===== src/rtl/div_unit_pkg.sv =====
// Shared definitions for the iterative divider: default operand width,
// sequencer state encodings and the handshake level constants.
package div_unit_pkg;

  // Default operand width; the double width is derived from it where used.
  localparam int DivDataWidthDef = 32;

  // Sequencer state encodings.
  localparam logic [1:0] DivFree   = 2'b00;
  localparam logic [1:0] DivByZero = 2'b01;
  localparam logic [1:0] DivOn     = 2'b10;
  localparam logic [1:0] DivEnd    = 2'b11;

  // Handshake levels.
  localparam logic DivResultReady    = 1'b1;
  localparam logic DivResultNotReady = 1'b0;
  localparam logic DivStart          = 1'b1;
  localparam logic DivStop           = 1'b0;

endpackage : div_unit_pkg


===== src/rtl/div_unit.sv =====
// Multi-cycle restoring divider for the EX stage.
// One shift-subtract iteration per cycle; the result is presented as
// {remainder, quotient} and held while the EX stage keeps start_i high.
// The EX stage keeps its stall request asserted while start_i=1 and ready_o=0.
// Optional feature macro: DIV_SIGNED_EN (signed DIV support; without it every
// divide is unsigned and signed_div_i is ignored).
module div_unit
  import div_unit_pkg::*;
#(
  parameter int DATA_W = DivDataWidthDef
) (
  input  logic                  clk,
  input  logic                  rst_n,
  input  logic                  start_i,
  input  logic                  annul_i,
  input  logic                  signed_div_i,
  input  logic [DATA_W-1:0]     opdata1_i,
  input  logic [DATA_W-1:0]     opdata2_i,
  output logic [2*DATA_W-1:0]   result_o,
  output logic                  ready_o
);

  localparam int DoubleDataWidth = 2 * DATA_W;
  localparam int CntW            = $clog2(DATA_W) + 1;

  localparam logic [CntW-1:0]          ZeroCnt  = {CntW{1'b0}};
  localparam logic [CntW-1:0]          OneCnt   = {{(CntW-1){1'b0}}, 1'b1};
  localparam logic [CntW-1:0]          LastCnt  = CntW'(DATA_W - 1);
  localparam logic [DATA_W-1:0]        ZeroW    = {DATA_W{1'b0}};
  localparam logic [DoubleDataWidth-1:0] ZeroD  = {DoubleDataWidth{1'b0}};
  localparam logic [DoubleDataWidth:0] ZeroWork = {(DoubleDataWidth+1){1'b0}};

  // Sequencer and datapath state.
  logic [1:0]                 state_r;
  logic [CntW-1:0]            cnt_r;
  logic [DoubleDataWidth:0]   work_r;
  logic [DATA_W-1:0]          divisor_r;

  // Next-state values.
  logic [1:0]                 state_nxt_s;
  logic [CntW-1:0]            cnt_nxt_s;
  logic [DoubleDataWidth:0]   work_nxt_s;
  logic [DATA_W-1:0]          divisor_nxt_s;
  logic [DoubleDataWidth-1:0] result_nxt_s;
  logic                       ready_nxt_s;

  // Datapath intermediates.
  logic                       accept_s;
  logic [DATA_W-1:0]          op1_abs_s;
  logic [DATA_W-1:0]          op2_abs_s;
  logic [DATA_W:0]            trial_s;
  logic [DoubleDataWidth:0]   step_s;
  logic [DATA_W-1:0]          quot_raw_s;
  logic [DATA_W-1:0]          rem_raw_s;
  logic [DATA_W-1:0]          quot_fix_s;
  logic [DATA_W-1:0]          rem_fix_s;

`ifdef DIV_SIGNED_EN
  localparam logic [DATA_W-1:0] OneW = {{(DATA_W-1){1'b0}}, 1'b1};

  // Sign corrections captured at accept time, applied when the result is presented.
  logic neg_quot_r;
  logic neg_rem_r;
  logic op1_neg_s;
  logic op2_neg_s;

  // Magnitudes of the operands for a signed divide; most-negative maps to its own bit pattern.
  always_comb begin
    op1_neg_s = signed_div_i & opdata1_i[DATA_W-1];
    op2_neg_s = signed_div_i & opdata2_i[DATA_W-1];
    if (op1_neg_s) begin
      op1_abs_s = ~opdata1_i + OneW;
    end else begin
      op1_abs_s = opdata1_i;
    end
    if (op2_neg_s) begin
      op2_abs_s = ~opdata2_i + OneW;
    end else begin
      op2_abs_s = opdata2_i;
    end
  end

  // Quotient negated on differing signs, remainder follows the dividend sign.
  always_comb begin
    if (neg_quot_r) begin
      quot_fix_s = ~quot_raw_s + OneW;
    end else begin
      quot_fix_s = quot_raw_s;
    end
    if (neg_rem_r) begin
      rem_fix_s = ~rem_raw_s + OneW;
    end else begin
      rem_fix_s = rem_raw_s;
    end
  end

  // Latch the sign corrections for the operation being accepted.
  always_ff @(posedge clk or negedge rst_n) begin
    if (!rst_n) begin
      neg_quot_r <= 1'b0;
      neg_rem_r  <= 1'b0;
    end else if (accept_s) begin
      neg_quot_r <= op1_neg_s ^ op2_neg_s;
      neg_rem_r  <= op1_neg_s;
    end else begin
      neg_quot_r <= neg_quot_r;
      neg_rem_r  <= neg_rem_r;
    end
  end
`else
  // signed_div_i has no effect in the unsigned-only build.
  logic unused_signed_div_s;

  // Unsigned-only build: operands and results pass straight through.
  always_comb begin
    unused_signed_div_s = signed_div_i;
    op1_abs_s           = opdata1_i;
    op2_abs_s           = opdata2_i;
    quot_fix_s          = quot_raw_s;
    rem_fix_s           = rem_raw_s;
  end
`endif

  // Accept a new non-zero-divisor request only from FREE and only when not flushed.
  always_comb begin
    if ((state_r == DivFree) && (start_i == DivStart) && !annul_i && (opdata2_i != ZeroW)) begin
      accept_s = 1'b1;
    end else begin
      accept_s = 1'b0;
    end
  end

  // One restoring iteration: trial-subtract the divisor from the upper window.
  always_comb begin
    trial_s    = {1'b0, work_r[DoubleDataWidth-1:DATA_W]} - {1'b0, divisor_r};
    quot_raw_s = work_r[DATA_W-1:0];
    rem_raw_s  = work_r[DoubleDataWidth:DATA_W+1];
    if (trial_s[DATA_W]) begin
      step_s = {work_r[DoubleDataWidth-1:0], 1'b0};
    end else begin
      step_s = {trial_s[DATA_W-1:0], work_r[DATA_W-1:0], 1'b1};
    end
  end

  // Sequencer: next state, working register updates and the values the outputs will register.
  always_comb begin
    state_nxt_s   = state_r;
    cnt_nxt_s     = cnt_r;
    work_nxt_s    = work_r;
    divisor_nxt_s = divisor_r;
    result_nxt_s  = result_o;
    ready_nxt_s   = ready_o;
    case (state_r)
      DivFree: begin
        result_nxt_s = ZeroD;
        ready_nxt_s  = DivResultNotReady;
        if ((start_i == DivStart) && !annul_i) begin
          if (opdata2_i == ZeroW) begin
            state_nxt_s = DivByZero;
          end else begin
            state_nxt_s   = DivOn;
            cnt_nxt_s     = ZeroCnt;
            work_nxt_s    = {ZeroW, op1_abs_s, 1'b0};
            divisor_nxt_s = op2_abs_s;
          end
        end else begin
          state_nxt_s = DivFree;
        end
      end
      DivByZero: begin
        if (annul_i) begin
          state_nxt_s  = DivFree;
          result_nxt_s = ZeroD;
          ready_nxt_s  = DivResultNotReady;
        end else begin
          state_nxt_s = DivEnd;
          work_nxt_s  = ZeroWork;
        end
      end
      DivOn: begin
        if (annul_i) begin
          state_nxt_s  = DivFree;
          cnt_nxt_s    = ZeroCnt;
          result_nxt_s = ZeroD;
          ready_nxt_s  = DivResultNotReady;
        end else begin
          work_nxt_s = step_s;
          cnt_nxt_s  = cnt_r + OneCnt;
          if (cnt_r == LastCnt) begin
            state_nxt_s = DivEnd;
          end else begin
            state_nxt_s = DivOn;
          end
        end
      end
      DivEnd: begin
        cnt_nxt_s = ZeroCnt;
        if (start_i == DivStop) begin
          state_nxt_s  = DivFree;
          result_nxt_s = ZeroD;
          ready_nxt_s  = DivResultNotReady;
        end else begin
          state_nxt_s  = DivEnd;
          result_nxt_s = {rem_fix_s, quot_fix_s};
          ready_nxt_s  = DivResultReady;
        end
      end
      default: begin
        state_nxt_s  = DivFree;
        cnt_nxt_s    = ZeroCnt;
        result_nxt_s = ZeroD;
        ready_nxt_s  = DivResultNotReady;
      end
    endcase
  end

  // State, working register and registered outputs; reset forces FREE with cleared outputs.
  always_ff @(posedge clk or negedge rst_n) begin
    if (!rst_n) begin
      state_r   <= DivFree;
      cnt_r     <= ZeroCnt;
      work_r    <= ZeroWork;
      divisor_r <= ZeroW;
      result_o  <= ZeroD;
      ready_o   <= DivResultNotReady;
    end else begin
      state_r   <= state_nxt_s;
      cnt_r     <= cnt_nxt_s;
      work_r    <= work_nxt_s;
      divisor_r <= divisor_nxt_s;
      result_o  <= result_nxt_s;
      ready_o   <= ready_nxt_s;
    end
  end

endmodule : div_unit


===== config.mk =====
export PLATFORM = sky130hd
export DESIGN_NAME = div_unit
export DESIGN_NICKNAME = d
export VERILOG_FILES = /design/src/rtl/div_unit_pkg.sv /design/src/rtl/div_unit.sv
export SDC_FILE = /design/constraint.sdc
export NUM_CORES = 1
export LEC_CHECK = 0
export ABC_CLOCK_PERIOD_IN_PS = 3300
export BUFFER_PORTS_ARGS = -buffer_cell sky130_fd_sc_hd__buf_2
export CORE_MARGIN = 3
export CORE_UTILIZATION = 49
export DETAILED_ROUTE_END_ITERATION = 12
export GPL_ROUTABILITY_DRIVEN = 0
export PLACE_DENSITY = 0.67
export SKIP_CTS_REPAIR_TIMING = 1
export SLEW_MARGIN = 20
export SYNTH_ARGS = -nofsm -noshare
export SYNTH_HDL_FRONTEND = slang
export SYNTH_SLANG_ARGS = --single-unit

===== constraint.sdc =====
create_clock -name clk -period 3.3 [get_ports clk]
set_input_delay 0.33 -clock clk [delete_from_list [all_inputs] [get_ports clk]]
set_output_delay 0.33 -clock clk [all_outputs]
set_load 0.01 [all_outputs]

=== Word level (Yosys, flattened, before mapping) ===
Cells that the tools add are included.

* Output and inout port bits: 65
* Latch bits: 0
* Flip-flop bits (word level): 170
* Word-level logic and storage cells: 51
* Memory bits (read-only): 0
* Bits in writable memories: 0
* Memories: 0

* Divide/modulo/power cells: 0
* Multiplexer cells: 23
* $mul: 0
* $lt $le $gt $ge: 0
* $add $sub $neg: 2
* Reduce and logical (&&, ||, !) cells: 10
* Equal/unequal tests: 9
* Bitwise logic cells: 1
* Shifts and indexed selects: 0

{| class="wikitable"
|+ Operators with widths
! kind !! count
|-
| two-way mux 65 bit || 5
|-
| one-hot mux 65 bit (3 select lines) || 1
|-
| one-hot mux 64 bit (3 select lines) || 1
|-
| two-way mux 64 bit || 2
|-
| subtractor 32 x 32 -> 33 bit || 1
|-
| zero test 32 bit || 1
|-
| two-way mux 6 bit || 3
|-
| one-hot mux 6 bit (3 select lines) || 1
|-
| two-way mux 2 bit || 5
|-
| one-hot mux 2 bit (4 select lines) || 1
|-
| adder 6 x 1 -> 6 bit (second input constant) || 1
|-
| equality test 6 x 5 -> 1 bit (second input constant) || 1
|-
| != test 2 bit (second input constant) || 3
|-
| AND reduction 3 bit || 2
|-
| nonzero test 3 bit || 2
|-
| AND reduction 5 bit || 1
|-
| equality test 2 bit (second input constant) || 2
|-
| != test 2 x 1 -> 1 bit (second input constant) || 2
|-
| two-way mux 1 bit || 3
|-
| one-hot mux 1 bit (3 select lines) || 1
|-
| equality test 2 x 1 -> 1 bit (second input constant) || 1
|-
| zero test 2 bit || 1
|-
| OR reduction 2 bit || 1
|-
| logical AND 1 bit || 1
|-
| 2 further kinds || 2
|}

=== Depth between registers and ports, before layout ===
* Depth after elaboration: 4
* Depth in mapped cells: 14
* Depth with buffers taken out: 12

=== Least setup slack after synthesis ===
Ideal clock, no wire load.

* Kind: register to register
* Start point: reg work_r[32]
* End point: reg work_r[63]
* Setup slack: 0.581 ns
* Cell stages (with the launch flop): 13
* Arrival: 2.591 ns
* Data required time: 3.172 ns
* Library setup time: 0.128 ns
* Buffers on the path: 0
* Cells stage by stage: dfrtp_1 -> inv_1 -> ha_1 -> fa_1 -> nor2b_4 -> o2111ai_1 -> a31oi_1 -> a221o_2 -> a21boi_1 -> o41a_1 -> a21bo_1 -> mux2i_1 -> nand3_1

* Word-level cells in the longest chain between the ends: 4

{| class="wikitable"
|+ RTL lines
! element !! RTL line !! source
|-
| start, declared || div_unit.sv:36 || <nowiki>logic [DoubleDataWidth:0] work_r;</nowiki>
|-
| start signal, assigned || div_unit.sv:222 || <nowiki>work_r <= ZeroWork;</nowiki>
|-
| start signal, assigned || div_unit.sv:229 || <nowiki>work_r <= work_nxt_s;</nowiki>
|-
| subtractor 32 x 32 -> 33 bit || div_unit.sv:135 || <nowiki>trial_s = {1'b0, work_r[DoubleDataWidth-1:DATA_W]} - {1'b0, divisor_r};</nowiki>
|-
| two-way mux 65 bit || div_unit.sv:138 || <nowiki>if (trial_s[DATA_W]) begin</nowiki>
|-
| two-way mux 65 bit || div_unit.sv:181 || <nowiki>if (annul_i) begin</nowiki>
|-
| one-hot mux 65 bit (3 select lines) || div_unit.sv:153 || <nowiki>case (state_r)</nowiki>
|}

No other way between the ends. The select of a mux whose other input is x is not followed.
A chain may end at the register's enable or synchronous reset.

=== Worst setup path after layout ===
Ends and elaborated chain as after synthesis.

==> results.md <==
- Clock Tree Root: clkbuf_16
- Total track usage: 0.216
- Post-route insts no fill: roughly 1.2k
- Maximum clock frequency: about 0.33 GHz
- Remaining Overflow, GRT: 0
- Worst-path fanout max: 4
- Synth Warn #: 0
- Relative max-transition margin: 0.400
- Final Power: 8.02 mW
- Proportion of layout cells with a drive suffix above 1: 0.234
- H-tree levels: 4
- Clk pin slew, worst setup/hold paths: ~0.08 ns
- Synth Net Count: roughly 960
- Post-route ant nets: 0
- CTS tree: built
- Post-synthesis cell count: between 800 and 900
- Setup TNS: 0 ns
- Nets: about 1.1k
- DR vias: between 6k and 7k
- Iteration count of the initial detailed-routing pass: 7
- Critical Path RT: about 3.6 ns
- Sequential element share of the synthesized area: 0.488
- Count of cell types in the netlist: 59
- Largest net degree at the start of global routing: 100
- # clock sinks: 170
- DP Wirelength: about 15000 µm
- Tmin final: ~3.0 ns
- Cell Area, Synth: ~8700 µm²
- CTS Buf Count: 17
- Post-route DRC: 0
- # setup viols final: 0
- Core ar.: 17400 µm²
- Final period util: 0.914
- Met2 usage: 0.336
- Number of synthesized register bits: between 150 and 200
- Unrepaired setup endpoints after global routing: no
- Leakage: 5.08 nW
- Drt first-iter violations: 367
- Mean area per synthesized cell: just over 10 µm²
- Commonest cells after routing, fill and taps aside: 170 x dfrtp_1, 131 x buf_2, 86 x nor2_1, 81 x a22o_1, 62 x nand2_1
- Die footprint: 19400 µm²
- Layout Skew: roughly 0.0085 ns
- Final hold vios: 14
- Layout fillers: 1498
- IO Count: about 130
- Ys flop type: dfrtp_1
- Die Ht: around 140 µm
- VDD IR max: ~0.46 mV
- Outcome: finished with violations
- Pwr/cell area: about 800 nW/µm²
- Ys async rst share: 1.00
- Post-synth EDFFs: 0
- Die Width: ~140 µm
- Max Buffers Root-to-Sink: 2
- Clock Latency Late Sink: about 0.43 ns
- Initial antenna violation count: 0
- DP Cell Count: around 1.2k
- Worst-Margin Slew: 0.900 ns
- Met1 Track Usage GR: 0.318
- DR WL/cell: around 17 µm
- Max-slew violation total from the final report: 0
- Commonest non-fill, non-tap cell in the layout: dfrtp_1
- Final core utilization: 0.590
- Critical Path Source Type: flip-flop
- N_diodes: 0
- Failing checks: negative hold slack
- Number of global-route vias before repair: around 6.5k
- Via density: ~5.7
- Met3 usage: 0.0330
- Routed wire length: around 21000 µm
- CP endpoint kind: flip-flop
- First-pass GRT wire length: 34200 µm
- Row Count: 48
- Area Overhead vs Synth: 17.5%
- Min-Delay Path Class: in -> async
- Hold Slack: -0.0213 ns
- PortBufs: approximately 130
- MaxCap Viol Count: 0
- Starting Density: 0.502
- Busiest grt layer: met2
- Kind of critical path: reg -> reg
- Crit path DAT: about 3.3 ns
metal layers:
metal / wire, µm / share of wire
met1: 10200 / 0.49
met2: 9310 / 0.45
met3: 953 / 0.046
met4: 271 / 0.013
met5: 0 / 0
area by class of cell:
| type | count | area, µm² | share of cell area |
|---|---|---|---|
| clock buffers | 17 | 425 | 0.0415 |
| flip-flops and latches | 170 | 4250 | 0.415 |
| multi-input cells | 587 | 4090 | 0.399 |
| well taps | 225 | 282 | 0.0275 |
| clock inverters | 15 | 198 | 0.0193 |
| inverters | 42 | 158 | 0.0154 |
| repair buffers | 148 | 837 | 0.0817 |
worst max-delay path, cell delays in order, from the launching register on:
cell       delay, ns
dfrtp_1         0.35
inv_1           0.06
ha_1            0.22
fa_1            0.42
nor2b_4         0.14
o2111ai_1       0.14
a31oi_1         0.31
a221o_2         0.24
a21boi_1        0.13
o41a_1          0.46
a21bo_1         0.22
mux2i_1         0.14
nand3_1         0.08
synth_stat cells (9+ instances only):
cell type,count,area share
nor3_1,9,0.0052
a21oi_1,41,0.024
a21o_1,14,0.012
mux2_2,32,0.041
a221oi_1,33,0.033
nand2_1,62,0.027
ha_1,38,0.055
xnor2_1,16,0.016
a22o_1,81,0.081
clkbuf_1,35,0.015
inv_1,42,0.018
xor2_1,10,0.010
nor4_1,9,0.0065
o21ai_0,27,0.016
nand2b_1,12,0.0086
dfrtp_1,170,0.49
nand3_1,10,0.0057
o21ai_1,24,0.014
nor2_1,88,0.038
registers in the layout, summed over array words and instances (netlist names):
register,flops
result_o,64
ready_o,1
cnt_r,6
work_r,65
state_r,2
divisor_r,32
path summary, 6_finish.rpt:
| check | from | to | slack, ns | cells after the start |
|---|---|---|---|---|
| max | work_r[32] | work_r[63] | 0.28 | 12 |
| min | rst_n | result_o[20] | -0.02 | 1 |
| max reg2reg | work_r[32] | work_r[63] | 0.28 | 12 |
| min reg2reg | ready_o | ready_o | 0.48 | 1 |
| max in group asynchronous | rst_n | result_o[39] | 2.50 | 2 |
| min in group clk | opdata2_i[2] | divisor_r[2] | 0.14 | 2 |
per-stage QoR:
step / worst slack, ns / cell area [µm²]
floorplan: 0.581 / 8710
global placement: 0.316 / 9620
detailed placement: 0.275 / 9620
CTS: 0.258 / 10200
global route: 0.106 / 10200
finish: 0.285 / 10200
power breakdown:
part | switching, mW | internal [mW] | leakage [nW]
Clock | 0.972 | 1.10 | 0.305
Combinational | 1.81 | 1.18 | 2.56
Sequential | 0.356 | 2.60 | 2.22
logic make-up (layout without fill, tap and decap cells):
group                      count (synthesis)  count (layout)  synth area share
buffers and inverters                     92             222            0.0444
adders and majority gates                 39              39            0.0569
DFF                                      170             170             0.488
muxes                                     38              38            0.0482
AOI/OAI and AO/OA                        267             267             0.224
and+or+nand+nor                          217             217             0.112
xor gates and xnor gates                  26              26            0.0261
(Power assumes the default switching activity.)
